### src/rtl/reset_sequencer.sv
// Staged reset release for several downstream domains, with software/watchdog
// request handling, reset-cause capture and a saturating request counter.
module reset_sequencer #(
   parameter int NUM_DOMAINS = 3,
   parameter int HOLD_CYCLES = 16,
   parameter int STAGE_GAP   = 4
) (
   input  logic                   clk_i,
   input  logic                   rst_i,
   input  logic                   sw_rst_req_i,
   input  logic                   wdt_rst_req_i,
   output logic [NUM_DOMAINS-1:0] rstn_o,
   output logic                   busy_o,
   output logic [1:0]             cause_o,
   output logic [7:0]             reset_cnt_o
);

   localparam int MAXC = (HOLD_CYCLES > STAGE_GAP) ? HOLD_CYCLES : STAGE_GAP;
   localparam int CW   = $clog2(MAXC + 1);
   localparam int IW   = $clog2(NUM_DOMAINS + 1);

   localparam logic [CW-1:0] HOLD_LAST = CW'(HOLD_CYCLES - 1);
   localparam logic [CW-1:0] GAP_LAST  = CW'(STAGE_GAP - 1);
   localparam logic [IW-1:0] IDX_LAST  = IW'(NUM_DOMAINS - 1);
   localparam logic [IW-1:0] IDX_ONE   = IW'(1);

   typedef enum logic [1:0] {
      S_HOLD    = 2'd0,
      S_RELEASE = 2'd1,
      S_RUN     = 2'd2
   } state_t;

   state_t                 r_state, w_state_nxt;
   logic [CW-1:0]          r_cnt, w_cnt_nxt;
   logic [IW-1:0]          r_idx, w_idx_nxt;
   logic [NUM_DOMAINS-1:0] r_rstn, w_rstn_nxt;
   logic                   r_busy, w_busy_nxt;
   logic [1:0]             r_cause, w_cause_nxt;
   logic [7:0]             r_rcnt, w_rcnt_nxt;
   logic                   w_req;

   assign w_req = sw_rst_req_i | wdt_rst_req_i;

   always_comb begin
      w_state_nxt = r_state;
      w_cnt_nxt   = r_cnt;
      w_idx_nxt   = r_idx;
      w_rstn_nxt  = r_rstn;
      w_cause_nxt = r_cause;
      w_rcnt_nxt  = r_rcnt;

      if (w_req) begin
         // A request restarts the whole sequence from any state.
         w_state_nxt = S_HOLD;
         w_cnt_nxt   = '0;
         w_idx_nxt   = '0;
         w_rstn_nxt  = '0;
         w_cause_nxt = wdt_rst_req_i ? 2'b10 : 2'b01;
         w_rcnt_nxt  = (r_rcnt == 8'hFF) ? r_rcnt : r_rcnt + 8'd1;
      end else begin
         case (r_state)
            S_HOLD: begin
               w_rstn_nxt = '0;
               if (r_cnt == HOLD_LAST) begin
                  w_rstn_nxt[0] = 1'b1;
                  w_idx_nxt     = IDX_ONE;
                  w_cnt_nxt     = '0;
                  w_state_nxt   = (NUM_DOMAINS == 1) ? S_RUN : S_RELEASE;
               end else begin
                  w_cnt_nxt = CW'(r_cnt + 1'b1);
               end
            end
            S_RELEASE: begin
               if (r_cnt == GAP_LAST) begin
                  for (int i = 0; i < NUM_DOMAINS; i++) begin
                     if (IW'(i) == r_idx) w_rstn_nxt[i] = 1'b1;
                  end
                  w_idx_nxt = IW'(r_idx + 1'b1);
                  w_cnt_nxt = '0;
                  if (r_idx == IDX_LAST) w_state_nxt = S_RUN;
               end else begin
                  w_cnt_nxt = CW'(r_cnt + 1'b1);
               end
            end
            S_RUN: begin
               w_rstn_nxt = '1;
            end
            default: begin
               w_state_nxt = S_HOLD;
               w_cnt_nxt   = '0;
               w_idx_nxt   = '0;
               w_rstn_nxt  = '0;
            end
         endcase
      end
   end

   // busy is registered alongside rstn so both change on the same edge.
   assign w_busy_nxt = ~&w_rstn_nxt;

   always_ff @(posedge clk_i) begin
      if (rst_i) begin
         r_state <= S_HOLD;
         r_cnt   <= '0;
         r_idx   <= '0;
         r_rstn  <= '0;
         r_busy  <= 1'b1;
         r_cause <= 2'b00;
         r_rcnt  <= 8'd0;
      end else begin
         r_state <= w_state_nxt;
         r_cnt   <= w_cnt_nxt;
         r_idx   <= w_idx_nxt;
         r_rstn  <= w_rstn_nxt;
         r_busy  <= w_busy_nxt;
         r_cause <= w_cause_nxt;
         r_rcnt  <= w_rcnt_nxt;
      end
   end

   assign rstn_o      = r_rstn;
   assign busy_o      = r_busy;
   assign cause_o     = r_cause;
   assign reset_cnt_o = r_rcnt;

endmodule

### config.mk
export PLATFORM = sky130hd
export DESIGN_NAME = reset_sequencer
export DESIGN_NICKNAME = d
export VERILOG_FILES = /design/src/rtl/reset_sequencer.sv
export SDC_FILE = /design/constraint.sdc
export NUM_CORES = 1
export LEC_CHECK = 0
export ABC_AREA = 0
export CORE_UTILIZATION = 30
export CTS_CLUSTER_DIAMETER = 100
export CTS_CLUSTER_SIZE = 14
export DETAILED_ROUTE_END_ITERATION = 6
export SLEW_MARGIN = 40
export SYNTH_ARGS = -nofsm -noshare
export SYNTH_HDL_FRONTEND = slang
export SYNTH_SLANG_ARGS = --single-unit
### constraint.sdc
create_clock -name clk_i -period 2 [get_ports clk_i]
set_input_delay 0.3 -clock clk_i [delete_from_list [all_inputs] [get_ports clk_i]]
set_output_delay 0.3 -clock clk_i [all_outputs]
set_load 0.03 [all_outputs]
# After elaboration in Yosys (flattened, before gate mapping)
# Cells that the tools add are included.
dict set report op_classes {
  eq_ne 11
  add_sub_neg 3
  muxes 17
  n_bitwise 3
  reduce_logical 8
}
# operator n
set ops {}
lappend ops {{5-bit one-hot mux with 3 select lines} 1}
lappend ops {{2-bit one-hot mux with 3 select lines} 2}
lappend ops {{2-bit two-way mux} 5}
lappend ops {{5-bit two-way mux} 2}
lappend ops {{3-bit one-hot mux with 3 select lines} 1}
lappend ops {{8-bit by 1-bit adder with 8-bit output, second input constant} 1}
lappend ops {{8-bit == test, second input constant} 1}
lappend ops {{3-bit two-way mux} 2}
lappend ops {{2-bit != test, second input constant} 3}
lappend ops {{3-bit AND reduction} 2}
lappend ops {{5-bit by 1-bit adder with 5-bit output, second input constant} 1}
lappend ops {{5-bit by 2-bit == test with 1-bit output, second input constant} 1}
lappend ops {{5-bit by 4-bit == test with 1-bit output, second input constant} 1}
lappend ops {{2-bit == test, second input constant} 2}
lappend ops {{2-bit zero test} 2}
lappend ops {{1-bit two-way mux} 4}
lappend ops {{4-bit AND reduction} 1}
lappend ops {{2-bit by 1-bit adder with 2-bit output, second input constant} 1}
lappend ops {{1-bit by 2-bit == test with 1-bit output, first input constant} 1}
lappend ops {{2-bit by 1-bit == test with 1-bit output, second input constant} 1}
lappend ops {{2-bit == test, first input constant} 1}
lappend ops {{1-bit inverter} 2}
lappend ops {{2-bit AND reduction} 1}
lappend ops {{2-bit OR reduction} 1}
lappend ops {{other kinds (2)} 2}
dict set report word_totals {
  word_cells 49
  inputBits 4
  regBits 23
}

# Longest topological paths before layout
# Gate-level depths: netlist (run 1).
dict set report logic_depth {
  depth_word 7
  mapped_depth 8
}

# Least setup slack after synthesis (run 1)
# Ideal clock, no wire load.
dict set report synth_timing {
  path_kind {flip-flop to flip-flop}
  start {reg r_rcnt[0], in the netlist reset_cnt_o[0]}
  end {reg r_rcnt[7], in the netlist reset_cnt_o[7]}
  setup_time_ns 0.071
  path_stages_with_launch 6
  required_ns 1.929
  t_arrival_ns 1.706
  synth_period_minus_slack_ns 1.776
  n_path_buf 0
  path_slack_ns 0.224
  path_cell_list {dfxtp_1 > ha_1 > and4_1 > nand2b_1 > or4_1 > a21oi_1}
}
dict set report synth_via {
  elab_chain_cells 3
  elab_cells_between_ends 4
  cone_classes {add/sub (1); eq/ne (1); bitwise (1); reduce/logical (1)}
}
# item line_no
set synth_lines {}
lappend synth_lines {{from (decl)} 39} ;# logic [7:0] r_rcnt, w_rcnt_nxt;
lappend synth_lines {{from (signal assigned)} 117} ;# r_rcnt <= w_rcnt_nxt;
lappend synth_lines {{parallel branches: the longest is 3 deep, another holds 8-bit by 1-bit adder with 8-bit output} -}
# Several ways; the timed one is not identified.
# A chain may end at the register's enable or synchronous reset.

# Worst setup path in the final report (run 1)
dict set report layout_timing {
  start {reg r_cnt[0]}
  end {reg r_cnt[1]}
}
dict set report layout_via {
  elab_chain_cells 3
  elab_cells_between_ends 6
  cone_classes {add/sub (1); eq/ne (2); mux (3)}
}
# item line_no
set layout_lines {}
lappend layout_lines {{from (decl)} 34} ;# logic [CW-1:0] r_cnt, w_cnt_nxt;
lappend layout_lines {{from (signal assigned)} 112} ;# r_cnt <= w_cnt_nxt;
lappend layout_lines {{5-bit by 1-bit adder with 5-bit output, or another cell as far along} {70, 82}}
lappend layout_lines {{5-bit two-way mux, on equally long branches} {74, 64}}
lappend layout_lines {{5-bit one-hot mux with 3 select lines (*)} 61} ;# case (r_state)
# Every way passes the cells marked *; elsewhere a longest branch is shown, timed or not.

==> out/results.ini, run 1 <==
[clock_tree]
root_buffer=clkbuf_8
clock_sinks=23
clk_latency_ps=260
cts_buffer_depth=2
cts_tree=built
clkSlewWorstSetupHoldPaths_ps=80
numCtsBuffers=3
cts-hold-fix-buffers=0
htreeDepth=1

[placed_design]
routabilityCongestion=0.7792
hpwlAfterDp_mm=1.811
port_buffers=17
placed_cell_area_um2=1399

[setup_path]
crit_start=r_cnt[0]$_SDFFE_PP0P_
cp-end-kind=register
crit_arrival_ps=1920
cp_max_fo=5
cp.required_ps=2140
worstSetupPathType=reg -> reg
rr_startpoint=r_cnt[0]$_SDFFE_PP0P_
start_kind=register

[job]
max_cap_violations=0

[die]
ioPinCount=18
core_um2=3661
row_count=22
fp.dieW_um=64.01
start_util=0.3151
die_h_um=64.01
dieArea_um2=4097

[global_route]
met3_usage=0.01786
antenna_found_initial=0
overflow=0
use_met2=0.2261
grt_max_degree=16
use_met1=0.1594
grt_pass1_wl_mm=4.333
grt_use_total=0.1298
grt_pass1_vias=1003
grt_busiest_layer=met2

[drt]
vias=1006
drt-pass1-iter-count=5
post_drt_wl_per_cell_um=12.44
vias_per_cell=5.081
drt-total-wl_mm=2.464
first_iter_violations=70
drcViolationCount=0
drtAntennaViolNets=0

[sta]
fin_skew_ps=3.394
hold_viol=0
tns_ps=0
setup_viol=0
fmax_mhz=561.9
tightest_slew_ps=525.7
hold_ws_ps=516.4
layout_min_cycle_time_ps=1780
rsz0062_at_grt=no
post-route-period-util=0.8898
timing.final.max_slew_violations=0
slew-limit-headroom=0.6488

[synth]
syn_avg_cell_area_um2=8.943
syn_nets=140
synth_top_area_frac=0.3991
yosys_most_used_dff=dfxtp_1
synth-async-reset-ratio=0
synth_area_leaders=dfxtp_1 (40%), ha_1 (7.6%), nor2_1 (5.2%)
synthCells=129
synth_edf_count=0
ys_types=33
seq_area_frac_synth=0.3991
yosysWarnings=0
ys_ff_latch=23
ys_top_cells_by_count=dfxtp_1 (23), nor2_1 (16), a21oi_1 (10)
yosys.area.top_type=dfxtp_1
yosysMostFrequentCell=dfxtp_1
syn-cell-area_um2=1154

[power_and_ir_drop]
p_total_mw=0.8362
peakVddDrop_uv=322.6
power_density_nw_per_um2=576.7
leakagePower_nw=0.4901

[cells_and_area]
syn2layout_area_growth_pct=25.70
final_area_um2=1450
n_antenna_cell=0
multi_input_area_um2=656.9
drive_above_1_share=0.06667
nFillCells=386
seqCellArea_um2=460.4
nets=162

[run_status]
outcome=finished, final reports clean

[worst_hold_path]
min_from=cause_o[0]$_SDFFE_PP0P_
holdCritPathClass=reg -> reg

-- per-layer routing --
| metal | routed length, um | vias to the layer above |
|---|---|---|
| met5 | 0 | - |
| met4 | 11 | 0 |
| met3 | 65 | 2 |
| met2 | 1145 | 15 |
| met1 | 1242 | 479 |
| li1 | - | 510 |
-- repair_timing --
action | CTS | global route
gates resized for setup | 0 | 1
setup buffers | 0 | 0
endpoints found under the hold margin | 0 | 0
setup endpoints to repair | 0 | 3
-- state kept, by name, indices dropped and copies added (netlist names) --
register,cells
rstn_o,3
r_idx,2
reset_cnt_o,8
cause_o,2
busy_o,1
r_state,2
r_cnt,5
-- metrics by stage --
stage / instances / setup slack (ps) / utilization
3_5_place_dp: 194 / 126.9 / 0.3821
4_1_cts: 198 / 99.93 / 0.3947
5_1_grt: 198 / 92.94 / 0.3961
2_1_floorplan: 129 / 223.6 / -
3_3_place_gp: 194 / 157.2 / 0.3821
6_report: 198 / 220.4 / 0.3961
-- critical path: stages (launching register included) --
cell and delay [ps]:
dfxtp_1 380, ha_1 290, nand3_1 150, inv_1 80
ha_1 150, nor2b_1 230, a211oi_2 90, a22oi_1 220
nor2_1 60
-- final cells by class --
class / count / share of cell area
Multi-Input combinational cell: 95 / 0.4530
Sequential cell: 23 / 0.3175
Timing Repair Buffer: 21 / 0.1381
Tap cell: 48 / 0.04142
Clock buffer: 3 / 0.02847
Inverter: 7 / 0.01812
Clock inverter: 1 / 0.003451
-- final timing paths --
path | depth (start not counted) | slack, ps | endpoint
setup reg to reg | 8 | 220 | r_cnt[1]$_SDFFE_PP0P_
hold reg to reg | 2 | 520 | cause_o[0]$_SDFFE_PP0P_
hold / removal | 2 | 520 | cause_o[0]$_SDFFE_PP0P_
setup / recovery | 8 | 220 | r_cnt[1]$_SDFFE_PP0P_
-- placed cells by master, fill, tap and decap left out, drive strengths merged, types with 4 or more instances in the layout --
master	netlist	layout
mux2i	5	5
dfxtp	23	23
nand3	6	6
nor2b	9	9
nor2	16	16
clkdlybuf4s50	0	17
buf	0	4
ha	7	7
o21bai	4	4
inv	7	7
nand2	4	4
a21oi	10	10
-- kinds of logic (layout without fill, tap and decap cells) --
kind of cell	after synthesis	after routing	synth area share
XOR/XNOR	3	3	0.02278
AND/OR/NAND/NOR	49	49	0.2364
multiplexers	5	5	0.04339
adder cells (fa/ha/maj)	7	7	0.07592
buffers and inverters	11	32	0.03579
flip-flops	23	23	0.3991
AO/OA/AOI/OAI	31	31	0.1866
-- power by group --
part           internal [mW]  leakage [nW]  switching (mW)  total [mW]
Clock                  0.139        0.0255           0.144       0.283
Sequential             0.467         0.186          0.0104       0.478
Combinational         0.0339         0.278          0.0417      0.0756
Total                  0.640         0.490           0.196       0.836
Note: power is estimated with default switching activity, not from simulation.
==> run 2: changes to the inputs <==
--- a/config.mk
+++ b/config.mk
@@ -6,8 +6,8 @@
 export NUM_CORES = 1
 export LEC_CHECK = 0
 export ABC_AREA = 0
+export CAP_MARGIN = 10
 export CORE_UTILIZATION = 30
-export CTS_CLUSTER_DIAMETER = 100
 export CTS_CLUSTER_SIZE = 14
 export DETAILED_ROUTE_END_ITERATION = 6
 export SLEW_MARGIN = 40
==> results of run 2 <==
Final layout, timing and power as in run 1 (identical DEF).
==> run 3: changes to the inputs <==
--- a/config.mk
+++ b/config.mk
@@ -7,9 +7,11 @@
 export LEC_CHECK = 0
 export ABC_AREA = 0
 export CAP_MARGIN = 10
+export CORE_ASPECT_RATIO = 0.7
 export CORE_UTILIZATION = 30
 export CTS_CLUSTER_SIZE = 14
 export DETAILED_ROUTE_END_ITERATION = 6
+export SETUP_SLACK_MARGIN = 0.1
 export SLEW_MARGIN = 40
 export SYNTH_ARGS = -nofsm -noshare
 export SYNTH_HDL_FRONTEND = slang
==> out/results.ini, run 3 (synthesis results as in run 1) <==
[worst_hold_path]
min_from=reset_cnt_o[7]$_SDFFE_PP0P_  ; was cause_o[0]$_SDFFE_PP0P_
whs_path_depth=2  ; unchanged
holdCritPathClass=reg -> reg  ; unchanged
holdPathEnd=reset_cnt_o[7]$_SDFFE_PP0P_  ; was cause_o[0]$_SDFFE_PP0P_

[drt]
vias_per_cell=5.010  ; was 5.081
vias=997  ; was 1,006
drt-pass1-iter-count=4  ; was 5
drtAntennaViolNets=0  ; unchanged
first_iter_violations=55  ; was 70
drcViolationCount=0  ; unchanged
post_drt_wl_per_cell_um=12.32  ; was 12.44 um
drt-total-wl_mm=2.451  ; was 2.464 mm

[sta]
tns_ps=0  ; unchanged
slew-limit-headroom=0.6659  ; was 0.6488
fin_ws_ps=255.1  ; was 220.4 ps
layout_min_cycle_time_ps=1745  ; was 1780 ps
tightest_slew_ps=500.0  ; was 525.7 ps
post-route-period-util=0.8725  ; was 0.8898
rsz0062_at_grt=no  ; unchanged
hold_viol=0  ; unchanged
hold_ws_ps=499.7  ; was 516.4 ps
fmax_mhz=573.1  ; was 561.9 MHz
setup_viol=0  ; unchanged
timing.final.max_slew_violations=0  ; unchanged
fin_skew_ps=5.473  ; was 3.394 ps

[clock_tree]
clock_sinks=23  ; unchanged
cts_buffer_depth=2  ; unchanged
clk_latency_ps=270  ; was 260 ps
cts_tree=built  ; unchanged
clkSlewWorstSetupHoldPaths_ps=70  ; was 80 ps
numCtsBuffers=3  ; unchanged
root_buffer=clkbuf_8  ; unchanged
cts-hold-fix-buffers=0  ; unchanged
cts_setup_buffers=0  ; unchanged
htreeDepth=1  ; unchanged

[setup_path]
start_kind=register  ; unchanged
crit_chain=ha_2 > nand3_1 > inv_1 > ha_1 > nor2b_2 > a211oi_2 > a22oi_1 > nor2_1  ; was ha_1 > nand3_1 > inv_1 > ha_1 > nor2b_1 > a211oi_2 > a22oi_1 > nor2_1
worstSetupPathType=reg -> reg  ; unchanged
crit_arrival_ps=1910  ; was 1920 ps
cp_num_buf_inv=1  ; unchanged
crit_family=adder cells  ; was simple AND/OR/NAND/NOR gates
slowest_delay_ps=380  ; about the same
r2r_cells=8  ; unchanged
cp-end-kind=register  ; unchanged
cpMaxStageDelayCell=dfxtp_1  ; unchanged
cp.required_ps=2160  ; was 2140 ps
r2r_setup_slack_ps=260  ; was 220 ps
cp_max_fo=6  ; was 5
rr_startpoint=r_cnt[0]$_SDFFE_PP0P_  ; unchanged
r2r_end=r_cnt[1]$_SDFFE_PP0P_  ; unchanged

[power_and_ir_drop]
p_clk_frac=0.341  ; was 0.339
comb_power_share=0.090  ; about the same
power_density_nw_per_um2=579.6  ; was 576.7 nW/um^2
leakagePower_nw=0.4766  ; was 0.4901 nW
swShare=0.2352  ; was 0.2349
seqPwrFrac=0.569  ; was 0.571
peakVddDrop_uv=304.2  ; was 322.6 uV
power_switching_mw=0.1980  ; was 0.1964 mW
p_int_mw=0.6439  ; was 0.6398 mW

[placed_design]
placed_cell_area_um2=1394  ; was 1399 um^2
routabilityCongestion=0.8682  ; was 0.7792
preCtsSetupSlack_ps=47.63  ; was 126.9 ps
port_buffers=17  ; unchanged
hpwlAfterDp_mm=1.803  ; was 1.811 mm

[global_route]
grt_use_total=0.1264  ; was 0.1298
antenna_found_initial=0  ; unchanged
grt_pass1_vias=858  ; was 1,003
overflow=0  ; unchanged
grt_pass1_wl_mm=4.029  ; was 4.333 mm
grt_max_degree=16  ; unchanged

[job]
max_cap_violations=0  ; unchanged

[cells_and_area]
syn2layout_area_growth_pct=25.92  ; was 25.70%
final_util=0.4031  ; was 0.3961
mostFrequentLayoutCell=dfxtp_1  ; unchanged
drive_above_1_share=0.08054  ; was 0.06667
n_antenna_cell=0  ; unchanged
final_cell_mix=dfxtp_1 (23), clkdlybuf4s50_1 (17), nor2_1 (16), a21oi_1 (10), nor2b_1 (8)  ; was dfxtp_1 (23), clkdlybuf4s50_1 (17), nor2_1 (16), a21oi_1 (10), nor2b_1 (9)
final_area_um2=1453  ; was 1450 um^2
nets=161  ; was 162
largest_reg_flops=8  ; unchanged

[run_status]
outcome=finished, final reports clean  ; unchanged

[die]
fp.dieW_um=76.12  ; was 64.01 um
core_um2=3603  ; was 3661 um^2
row_count=18  ; was 22
dieArea_um2=4101  ; was 4097 um^2
die_h_um=53.88  ; was 64.01 um
start_util=0.3201  ; was 0.3151
ioPinCount=18  ; unchanged

==> run 3: cell type report <==
| type | count | area, um^2 |
|---|---|---|
| clock buffer | 4 | 45.04 |
| fill | 356 | 2151 |
| timing repair buffer | 20 | 192.7 |
| sequential | 23 | 460.4 |
| tap | 50 | 62.56 |
| multi-input combinational | 95 | 665.6 |
| inverter | 7 | 26.28 |
==> run 3: per-layer routing <==
layer	wire [um]	global-route usage	up-vias
li1	-	-	511
met1	1259	0.1726	470
met2	1097	0.2000	12
met3	62	0.03051	4
met4	31	0.03846	0
met5	0	0	-
==> run 3: worst reg2reg max path, cell delays in order, from the launching register on <==
cell	delay, ps
dfxtp_1	380
ha_2	250
nand3_1	120
inv_1	90
ha_1	250
nor2b_2	220
a211oi_2	70
a22oi_1	210
nor2_1	50
==> run 3: repair_timing <==
item                                    in CTS  in global routing
cloned                                       0                  0
hold endpoints to repair                     0                  0
pin swaps                                    0                  1
endpoints found under the setup margin       3                  5
resized for setup                            1                  4
==> run 3: metrics by stage <==
step / std cells / total power [mW]
global placement: 195 / 0.5628
global route: 199 / 0.8840
finish: 199 / 0.8419
floorplan: 129 / 0.5283
detailed placement: 195 / 0.5646
CTS: 199 / 0.8492
==> run 3: worst max path at each step <==
stage | from | cells past startpoint | slack (ps) | endpoint
2_1_floorplan | reset_cnt_o[0]$_SDFFE_PP0P_ | 5 | 220 | reset_cnt_o[7]$_SDFFE_PP0P_
3_3_place_gp | wdt_rst_req_i | 5 | 150 | reset_cnt_o[7]$_SDFFE_PP0P_
3_5_place_dp | r_cnt[0]$_SDFFE_PP0P_ | 8 | 50 | r_cnt[1]$_SDFFE_PP0P_
4_1_cts | r_cnt[0]$_SDFFE_PP0P_ | 8 | 150 | r_cnt[1]$_SDFFE_PP0P_
5_1_grt | r_cnt[0]$_SDFFE_PP0P_ | 8 | 110 | r_cnt[1]$_SDFFE_PP0P_
6_report | r_cnt[0]$_SDFFE_PP0P_ | 8 | 260 | r_cnt[1]$_SDFFE_PP0P_
==> run 3: power groups by stage <==
stage | combinational, mW | sequential, mW | clock, mW
floorplan | 0.0253 | 0.503 | 0
global placement | 0.0742 | 0.489 | 0
detailed placement | 0.0754 | 0.489 | 0
CTS | 0.0760 | 0.478 | 0.295
global route | 0.0819 | 0.480 | 0.322
finish | 0.0756 | 0.479 | 0.287
